===== src/rtl/unified_mem_arbiter.sv =====
// rtl/unified_mem_arbiter.sv - shares one fixed-latency single-port SRAM between IF and MEM stages
//
// Purpose: sequences each SRAM access as IDLE -> ISSUE -> WAIT -> RESP. MEM has priority
// over IF, and a starvation counter forces an IF grant after STARVE_LIMIT consecutive MEM
// grants with IF waiting. A branch flush discards the response of an in-flight fetch.
//
// Ports:
//   clk, rst                  clock, synchronous active-high reset
//   if_req/if_addr/if_flush   fetch request, PC, branch-taken flush
//   if_rdata/if_ready/if_stall  fetched word, completion pulse, stall
//   mem_req/mem_we/mem_addr/mem_wdata  load/store request
//   mem_rdata/mem_ready/mem_stall      load data, completion pulse, stall
//   sram_en/sram_we/sram_addr/sram_wdata  registered SRAM command
//   sram_rdata                SRAM read data, valid MEM_LATENCY cycles after sram_en

module unified_mem_arbiter #(
  parameter int WORD_LEN     = 32,
  parameter int ADDR_LEN     = 32,
  parameter int MEM_LATENCY  = 2,
  parameter int STARVE_LIMIT = 4
) (
  input  logic                clk,
  input  logic                rst,
  input  logic                if_req,
  input  logic [ADDR_LEN-1:0] if_addr,
  input  logic                if_flush,
  output logic [WORD_LEN-1:0] if_rdata,
  output logic                if_ready,
  output logic                if_stall,
  input  logic                mem_req,
  input  logic                mem_we,
  input  logic [ADDR_LEN-1:0] mem_addr,
  input  logic [WORD_LEN-1:0] mem_wdata,
  output logic [WORD_LEN-1:0] mem_rdata,
  output logic                mem_ready,
  output logic                mem_stall,
  output logic                sram_en,
  output logic                sram_we,
  output logic [ADDR_LEN-1:0] sram_addr,
  output logic [WORD_LEN-1:0] sram_wdata,
  input  logic [WORD_LEN-1:0] sram_rdata
);

  localparam int LAT_W = $clog2(MEM_LATENCY + 1);
  localparam int STV_W = $clog2(STARVE_LIMIT + 1);
  localparam logic GRANT_MEM = 1'b0;
  localparam logic GRANT_IF  = 1'b1;

  typedef enum logic [1:0] {IDLE, ISSUE, WAIT, RESP} state_t;

  state_t              state, state_next;
  logic [LAT_W-1:0]    lat_cnt, lat_cnt_next;
  logic [STV_W-1:0]    starve_cnt, starve_cnt_next;
  logic                grant, grant_next;
  logic                drop_flag, drop_flag_next;
  logic                sram_en_next, sram_we_next;
  logic [ADDR_LEN-1:0] sram_addr_next;
  logic [WORD_LEN-1:0] sram_wdata_next;
  logic [WORD_LEN-1:0] if_rdata_next, mem_rdata_next;
  logic                pick_if;
  logic                any_req;

  // IF wins only when MEM is absent or IF has waited through STARVE_LIMIT MEM grants.
  assign any_req = mem_req | if_req;
  assign pick_if = if_req & (~mem_req | (starve_cnt == STV_W'(STARVE_LIMIT)));

  always_comb begin
    state_next      = state;
    lat_cnt_next    = lat_cnt;
    starve_cnt_next = starve_cnt;
    grant_next      = grant;
    drop_flag_next  = drop_flag;
    sram_en_next    = 1'b0;
    sram_we_next    = sram_we;
    sram_addr_next  = sram_addr;
    sram_wdata_next = sram_wdata;
    if_rdata_next   = if_rdata;
    mem_rdata_next  = mem_rdata;

    case (state)
      IDLE: begin
        if (any_req) begin
          grant_next      = pick_if;
          sram_en_next    = 1'b1;
          sram_we_next    = ~pick_if & mem_we;
          sram_addr_next  = pick_if ? if_addr : mem_addr;
          sram_wdata_next = pick_if ? '0 : mem_wdata;
          state_next      = ISSUE;
        end
      end
      ISSUE: begin
        lat_cnt_next = LAT_W'(MEM_LATENCY);
        state_next   = WAIT;
      end
      WAIT: begin
        lat_cnt_next = lat_cnt - LAT_W'(1);
        if (lat_cnt == LAT_W'(1)) begin
          // sram_we is held through the access so stores leave mem_rdata untouched.
          if (grant == GRANT_IF) begin
            if_rdata_next = sram_rdata;
          end else if (!sram_we) begin
            mem_rdata_next = sram_rdata;
          end
          state_next = RESP;
        end
      end
      RESP: begin
        drop_flag_next = 1'b0;
        state_next     = IDLE;
      end
      default: state_next = IDLE;
    endcase

    // A flushed fetch still finishes on the SRAM; only its response is discarded.
    if (if_flush && grant == GRANT_IF && (state == ISSUE || state == WAIT)) begin
      drop_flag_next = 1'b1;
    end

    if (!if_req) begin
      starve_cnt_next = '0;
    end else if (state == IDLE && any_req) begin
      if (pick_if) begin
        starve_cnt_next = '0;
      end else if (starve_cnt < STV_W'(STARVE_LIMIT)) begin
        starve_cnt_next = starve_cnt + STV_W'(1);
      end
    end
  end

  always_ff @(posedge clk) begin
    if (rst) begin
      state      <= IDLE;
      lat_cnt    <= '0;
      starve_cnt <= '0;
      grant      <= GRANT_MEM;
      drop_flag  <= 1'b0;
      sram_en    <= 1'b0;
      sram_we    <= 1'b0;
      sram_addr  <= '0;
      sram_wdata <= '0;
      if_rdata   <= '0;
      mem_rdata  <= '0;
    end else begin
      state      <= state_next;
      lat_cnt    <= lat_cnt_next;
      starve_cnt <= starve_cnt_next;
      grant      <= grant_next;
      drop_flag  <= drop_flag_next;
      sram_en    <= sram_en_next;
      sram_we    <= sram_we_next;
      sram_addr  <= sram_addr_next;
      sram_wdata <= sram_wdata_next;
      if_rdata   <= if_rdata_next;
      mem_rdata  <= mem_rdata_next;
    end
  end

  // if_flush during RESP also suppresses the pulse, hence combinational.
  assign if_ready  = (state == RESP) & (grant == GRANT_IF) & ~drop_flag & ~if_flush;
  assign mem_ready = (state == RESP) & (grant == GRANT_MEM);
  assign if_stall  = if_req & ~if_ready;
  assign mem_stall = mem_req & ~mem_ready;

endmodule


===== config.mk =====
export PLATFORM = sky130hd
export DESIGN_NAME = unified_mem_arbiter
export DESIGN_NICKNAME = d
export VERILOG_FILES = /design/src/rtl/unified_mem_arbiter.sv
export SDC_FILE = /design/constraint.sdc
export NUM_CORES = 1
export LEC_CHECK = 0
export ABC_AREA = 1
export BUFFER_PORTS_ARGS = -buffer_cell sky130_fd_sc_hd__buf_2
export CAP_MARGIN = 40
export CORE_MARGIN = 2
export CORE_UTILIZATION = 46
export DETAILED_ROUTE_END_ITERATION = 10
export PLACE_DENSITY = 0.8
export SYNTH_ARGS = -nofsm -noshare
export SYNTH_HDL_FRONTEND = slang
export SYNTH_SLANG_ARGS = --single-unit

===== constraint.sdc =====
create_clock -name clk -period 2 [get_ports clk]
set_input_delay 0.1 -clock clk [delete_from_list [all_inputs] [get_ports clk]]
set_output_delay 0.1 -clock clk [all_outputs]
set_load 0.02 [all_outputs]

# Word level (Yosys, flattened, before mapping)
# Cells that the tools add are included.
# word_totals
elab_cells	67
inputBits	134
output_inout_bits	134
ff_bits	139
# classes
order_cmp	1
n_reduce_logical	15
eq_ne	7
muxes	11
bitwise	20
add_sub_neg	2
# ops
cell	count
2-to-1 mux 32 bit	2
inverter 1 bit	10
bitwise AND 1 bit	8
one-hot mux 2 bit (4 select lines)	1
2-to-1 mux 3 bit	2
AND reduction 2 bit	3
nonzero test 2 bit	3
equality test 2 x 1 -> 1 bit, second input constant	2
equality test 2 bit, second input constant	2
2-to-1 mux 2 bit	2
inequality test 2 bit, second input constant	2
one-hot mux 2 bit (2 select lines)	1
AND reduction 4 bit	1
OR reduction 2 bit	2
adder 3 x 1 -> 3 bit, second input constant	1
equality test 3 bit, second input constant	1
logical AND 1 bit	3
< comparator 3 bit, second input constant	1
2-to-1 mux 1 bit	3
AND reduction 3 bit	1
logical NOT 2 bit	1
bitwise OR 1 bit	2
subtractor 2 x 1 -> 2 bit, second input constant	1
logical OR 1 bit	1

# Longest topological paths before layout
# Gate-level depths: netlist (run 1).
# depth
word_depth	6
depth_mapped	9
ltp_nobuf	8

# Least setup slack after synthesis (run 1)
# OpenSTA, ideal clock, no wires.
# synth_path
path_kind	flip-flop to flip-flop
start	reg state[0]
end	reg if_rdata[10]
required_time_ns	1.930
path_slack_ns	0.582
synth_period_minus_slack_ns	1.418
setup_ns	0.070
stages_incl_launch_ff	9
t_arrival_ns	1.348
cell_sequence	dfxtp_1 inv_1 ha_1 nand2_1 inv_1 nand2_1 clkbuf_1 nand2_1 a21oi_1
# synth_via
elab_chain_cells	2
# synth_rtl
item	line_no	source
start, declared	51	state_t state, state_next;
start signal, assigned	144	state <= state_next;
equality test 2 bit	80	case (state)
AND reduction 3 bit (no line)	n/a	
end signal, assigned	153	if_rdata <= if_rdata_next;
end, declared	27	output logic [WORD_LEN-1:0] if_rdata,
# No other way between the ends.
# A chain may end at the register's enable or synchronous reset.

# Final worst setup path (run 1)
# layout_path
start	reg grant
end	out if_stall
# layout_via
elab_chain_cells	5
# layout_rtl
item	line_no	source
start, declared	54	logic grant, grant_next;
start signal, assigned	147	grant <= grant_next;
bitwise AND 1 bit (3 in a row)	159	assign if_ready = (state == RESP) & (grant == GRANT_IF) & ~drop_flag & ~if_flush;
inverter 1 bit	161	assign if_stall = if_req & ~if_ready;
bitwise AND 1 bit	161	
end, declared	29	output logic if_stall,
# No other way between the ends.

==> impl_metrics.yaml, run 1 <==
run_status:
  status: "completed"
final_layout:
  area_growth_pct: 55.2
  final_cell_area_um2: 8630
  most-common-layout-cells: "buf_2 (267), nor2_1 (203), dfxtp_1 (139)"
  nets: 1258
  final_common_cell: "buf_2"
  diodes: 0
  fillers: 880
  drive_above_1_share: 0.280
setup_path:
  critPathMaxFanout: 32
  r2r_cells: 8
  r2r-start: "state[0]"
  crit_arrival_ns: 1.69
  cp.required_ns: 1.90
  endpoint_kind: "output pin"
  setup.worst_path.class: "flop to output pin"
  reg2reg_to: "if_rdata[10]"
  crit_chain: "buf_12 -> nand2_1 -> nor3_1 -> nor2_1 -> buf_2"
  reg2reg_slack_ns: 0.30
  cp_slowest_cell: "dfxtp_1"
  cp_slowest_stage_delay_ns: 0.54
  setup.worst_path.start: "grant"
  cp-start-kind: "flop"
grt:
  grt_pass1_vias: 6269
  antenna_found_initial: 0
  grt_max_degree: 87
  gr-total-overflow: 0
  grt_pass1_wl_um: 30100
  track_usage: 0.293
cts:
  h-tree-depth: 4
  cts_resized: 0
  clock_latency_ns: 0.41
  clockRootBuffer: "clkbuf_16"
  cts_tree: "yes"
  postCtsSetupBuffers: 0
  clockBufferDepth: 2
  clkTransAtPathRegs_ns: 0.06
  numClockSinks: 139
  cts_buffers: 17
floorplan:
  die_height_um: 114
  placementRows: 40
  initial_core_util: 0.467
  io_pins: 268
  coreArea_um2: 11900
  die-area_um2: 13000
  die_w_um: 114
sta:
  layout_setup_ws_ns: 0.212
  fin_setup_tns_ns: 0
  finalHoldViolCount: 0
  min_period_ns: 1.79
  clock_skew_ns: 0.00630
  tightest_slew_ns: 0.583
  relSlewSlack: 0.611
  finalSetupViolCount: 0
  max_freq_ghz: 0.559
  fin_crit_sh: 0.894
  rsz0062_at_grt: "no"
  holdWs_ns: 0.0268
  slew_viol_final: 0
yosys:
  synth_top_area_cell: "dfxtp_1"
  synth-seq-cells: 139
  yosysUniqueCellTypes: 23
  synth_top_area_share: 0.500
  yosysWarnings: 0
  synth_area_leaders: "dfxtp_1 (50%), nor2_1 (14%), o21ai_0 (8.9%), nand2_1 (7.3%), a21oi_1 (6.4%)"
  avgSynthCellArea_um2: 7.17
  syn_area_um2: 5560
  netlist_instances: 776
  syn_nets: 916
  synth.yosys.seq_area_share: 0.500
placement:
  postPlaceCellArea_um2: 7010
  pre_cts_ws_ns: 0.422
  place.gp.congestion: 0.767
  io_buffers: 267
  dpl.hpwl_um: 10700
power_and_ir_drop:
  p_leak_uw: 0.00430
  ir_worst_vdd_mv: 0.740
  p_total_uw: 10600
  powerDensity_nw_per_um2: 1230
routing:
  avgViaCountPerCell: 5.08
  final_antenna_net_count: 0
  wl_per_cell_um: 15.0
  vias: 6496
  drc: 0
  wl_um: 19200
  drt_iter0_markers: 609
  dr.pass1.iters: 5
hold_path:
  min_from: "if_addr[25]"
  hold_depth: 5
  hold-path-endpoint: "sram_addr[25]"
  hp-class: "input port to flop"
job:
  drv_cap: 0
routing by layer:
| layer | wire length [um] | GRT usage |
|---|---|---|
| met1 | 7450 | 0.323 |
| met2 | 9610 | 0.513 |
| met3 | 1590 | 0.0893 |
| met4 | 515 | 0.138 |
| met5 | 0 | 0 |
worst max path at each step:
stage / cells past startpoint / slack (ns) / to
2_1_floorplan: 8 / 0.58 / if_rdata[10]
3_3_place_gp: 8 / 0.49 / sram_addr[16]
3_5_place_dp: 8 / 0.42 / if_rdata[22]
4_1_cts: 5 / 0.17 / if_stall
5_1_grt: 5 / 0.03 / if_stall
6_report: 5 / 0.21 / if_stall
repair_timing:
item	4_1_cts	5_1_grt
hold endpoints to repair	127	0
hold buffers	95	0
setup endpoints to repair	0	0
worst max-delay path: cells and delay by family (launching register included):
| family | cells | cell delay [ns] |
|---|---|---|
| DFF | 1 | 0.54 |
| buffers and inverters | 2 | 0.42 |
| and+or+nand+nor | 3 | 0.32 |
synth_stat cells:
master    count
nor3_2        1
a21oi_1      71
o21ai_0      99
nand3_1      37
buf_4         1
nor2_1      203
buf_2        27
a21oi_4       1
nand4_1       2
nand2_2       1
a31oi_1       1
nor2_2        1
inv_2         1
nor3_1        1
dfxtp_1     139
clkbuf_1     21
buf_1         4
clkinv_1      2
a22oi_1       1
nand2_1     108
a211oi_1      1
ha_1          6
inv_1        47
area by class of cell:
cell class / instances / area [um^2] / share of cell area
inverter: 50 / 188 / 0.0217
multi-input combinational: 534 / 2360 / 0.274
tap: 147 / 184 / 0.0213
clock buffer: 21 / 460 / 0.0533
timing repair buffer: 376 / 2440 / 0.283
clock inverter: 11 / 214 / 0.0248
sequential: 139 / 2780 / 0.322
through the flow:
stage	utilization	cells
6_report	0.725	1278
5_1_grt	0.725	1278
4_1_cts	0.725	1278
3_5_place_dp	0.588	1151
3_3_place_gp	0.588	1151
2_1_floorplan	-	776
cells by family (layout without fill, tap and decap cells):
kind of cell | after synthesis | in the layout | share of synthesized area
fa+ha+maj | 6 | 6 | 0.0135
buf+inv | 103 | 458 | 0.0762
simple gates | 354 | 354 | 0.250
compound gates | 174 | 174 | 0.160
flops | 139 | 139 | 0.500
sequential cells by signal, summed over array words and instances, names as in the netlist:
register	flops
lat_cnt	2
state	2
sram_addr	32
if_rdata	32
grant	1
sram_wdata	32
sram_en	1
starve_cnt	3
drop_flag	1
mem_rdata	32
sram_we	1
power by group:
part           total [uW]  switching [uW]  leakage [uW]  internal, uW
clock                3580            1170      0.000324          2410
combinational        3400            2220       0.00284          1180
sequential           3610             289       0.00114          3320
No activity file was read; power rests on OpenSTA's default activity.
==> run 2: changes to the inputs <==
==> constraint.sdc (replaced) <==
create_clock -name clk -period 2 [get_ports clk]
set_input_delay 0.3 -clock clk [delete_from_list [all_inputs] [get_ports clk]]
set_output_delay 0.3 -clock clk [all_outputs]
set_load 0.02 [all_outputs]
==> impl_metrics.yaml, run 2 (same netlist as run 1, synthesis figures left out) <==
routing:
  vias: 5898
  wl_per_cell_um: 13.6
  drc: 0
  avgViaCountPerCell: 4.99
  final_antenna_net_count: 0
  dr.pass1.iters: 4
  wl_um: 16000
  drt_iter0_markers: 596
final_layout:
  final_common_cell: "buf_2"
  diodes: 0
  fillers: 1084
  drive_above_1_share: 0.304
  register_area_um2: 2780
  most-common-layout-cells: "buf_2 (267), nor2_1 (203), dfxtp_1 (139)"
  area_growth_pct: 36.3
  nets: 1162
  stdcell_count: 1181
  multi_input_area_um2: 2360
  final_cell_area_um2: 7580
floorplan:
  initial_core_util: 0.467
  die_height_um: 114
  placementRows: 40
  coreArea_um2: 11900
  die_w_um: 114
  io_pins: 268
  die-area_um2: 13000
sta:
  clock_skew_ns: 0.00745
  fin_setup_tns_ns: 0
  tightest_slew_ns: 0.370
  rsz0062_at_grt: "no"
  min_period_ns: 1.76
  relSlewSlack: 0.753
  finalSetupViolCount: 0
  fin_crit_sh: 0.879
  finalHoldViolCount: 0
  slew_viol_final: 0
  max_freq_ghz: 0.569
power_and_ir_drop:
  powerDensity_nw_per_um2: 1290
  ir_worst_vdd_mv: 0.614
  p_leak_uw: 0.00387
cts:
  cts_buffers: 17
  clock_latency_ns: 0.41
  clkTransAtPathRegs_ns: 0.06
  cts_hold_buf: 0
  cts_resized: 0
  clockRootBuffer: "clkbuf_16"
  clockBufferDepth: 2
  postCtsSetupBuffers: 0
  cts_tree: "yes"
  h-tree-depth: 4
  numClockSinks: 139
job:
  drv_cap: 0
placement:
  dpl.hpwl_um: 10700
  postPlaceCellArea_um2: 7000
  place.gp.congestion: 0.786
  io_buffers: 267
  dp.cells: 1150
run_status:
  status: "completed"
setup_path:
  crit_arrival_ns: 1.46
  cp.required_ns: 1.70
  cp-start-kind: "flop"
  endpoint_kind: "output pin"
  setup.worst_path.class: "flop to output pin"
  setup.worst_path.start: "state[1]"
  critPathMaxFanout: 4
  r2r-start: "state[0]"
  reg2reg_slack_ns: 0.38
grt:
  track_usage: 0.245
  grt_max_degree: 81
  antenna_found_initial: 0
  grt_pass1_vias: 5300
  grt_pass1_wl_um: 25500
  gr-total-overflow: 0
hold_path:
  hp-class: "input port to flop"
  min_from: "mem_wdata[29]"
-- run 2: path summary, 6_finish.rpt --
check / end / depth (start not counted)
setup / recovery: if_stall / 5
hold / removal: sram_wdata[29] / 3
setup reg to reg: if_rdata[6] / 8
hold reg to reg: if_rdata[22] / 2
-- run 2: power breakdown --
group | internal (uW) | switching, uW
clock network | 1950 | 1110
registers | 3320 | 259
logic | 1050 | 2110
total | 6330 | 3480
-- run 2: per-stage QoR --
step	power (uW)	hold WS [ns]	setup slack, ns	util
6_report	9810	0.120	0.242	0.636
5_1_grt	10400	0.117	0.0665	0.636
4_1_cts	9880	0.102	0.205	0.636
3_5_place_dp	6780	0.452	0.388	0.588
3_3_place_gp	6730	0.445	0.440	0.588
2_1_floorplan	5750	0.435	0.387	-
-- run 2: layout make-up --
type,instances,share of cell area
Sequential cell,139,0.367
Tap cell,147,0.0243
Multi-Input combinational cell,534,0.311
Clock inverter,7,0.0117
Timing Repair Buffer,280,0.196
Inverter,50,0.0248
Clock buffer,24,0.0649
-- run 2: worst max-delay path: stages, from the launching register on --
cell	delay (ns)
dfxtp_1	0.37
ha_1	0.19
nand2_1	0.06
nor3_1	0.20
nor2_1	0.07
buf_2	0.16
-- run 2: metal layers --
| metal | routed length [um] | track usage | up-vias | part of all wire |
|---|---|---|---|---|
| li1 | - | - | 2971 | - |
| met2 | 7670 | 0.408 | 252 | 0.48 |
| met5 | 0 | 0 | - | 0 |
| met1 | 6500 | 0.296 | 2656 | 0.41 |
| met4 | 255 | 0.0927 | 0 | 0.016 |
| met3 | 1590 | 0.0797 | 19 | 0.099 |
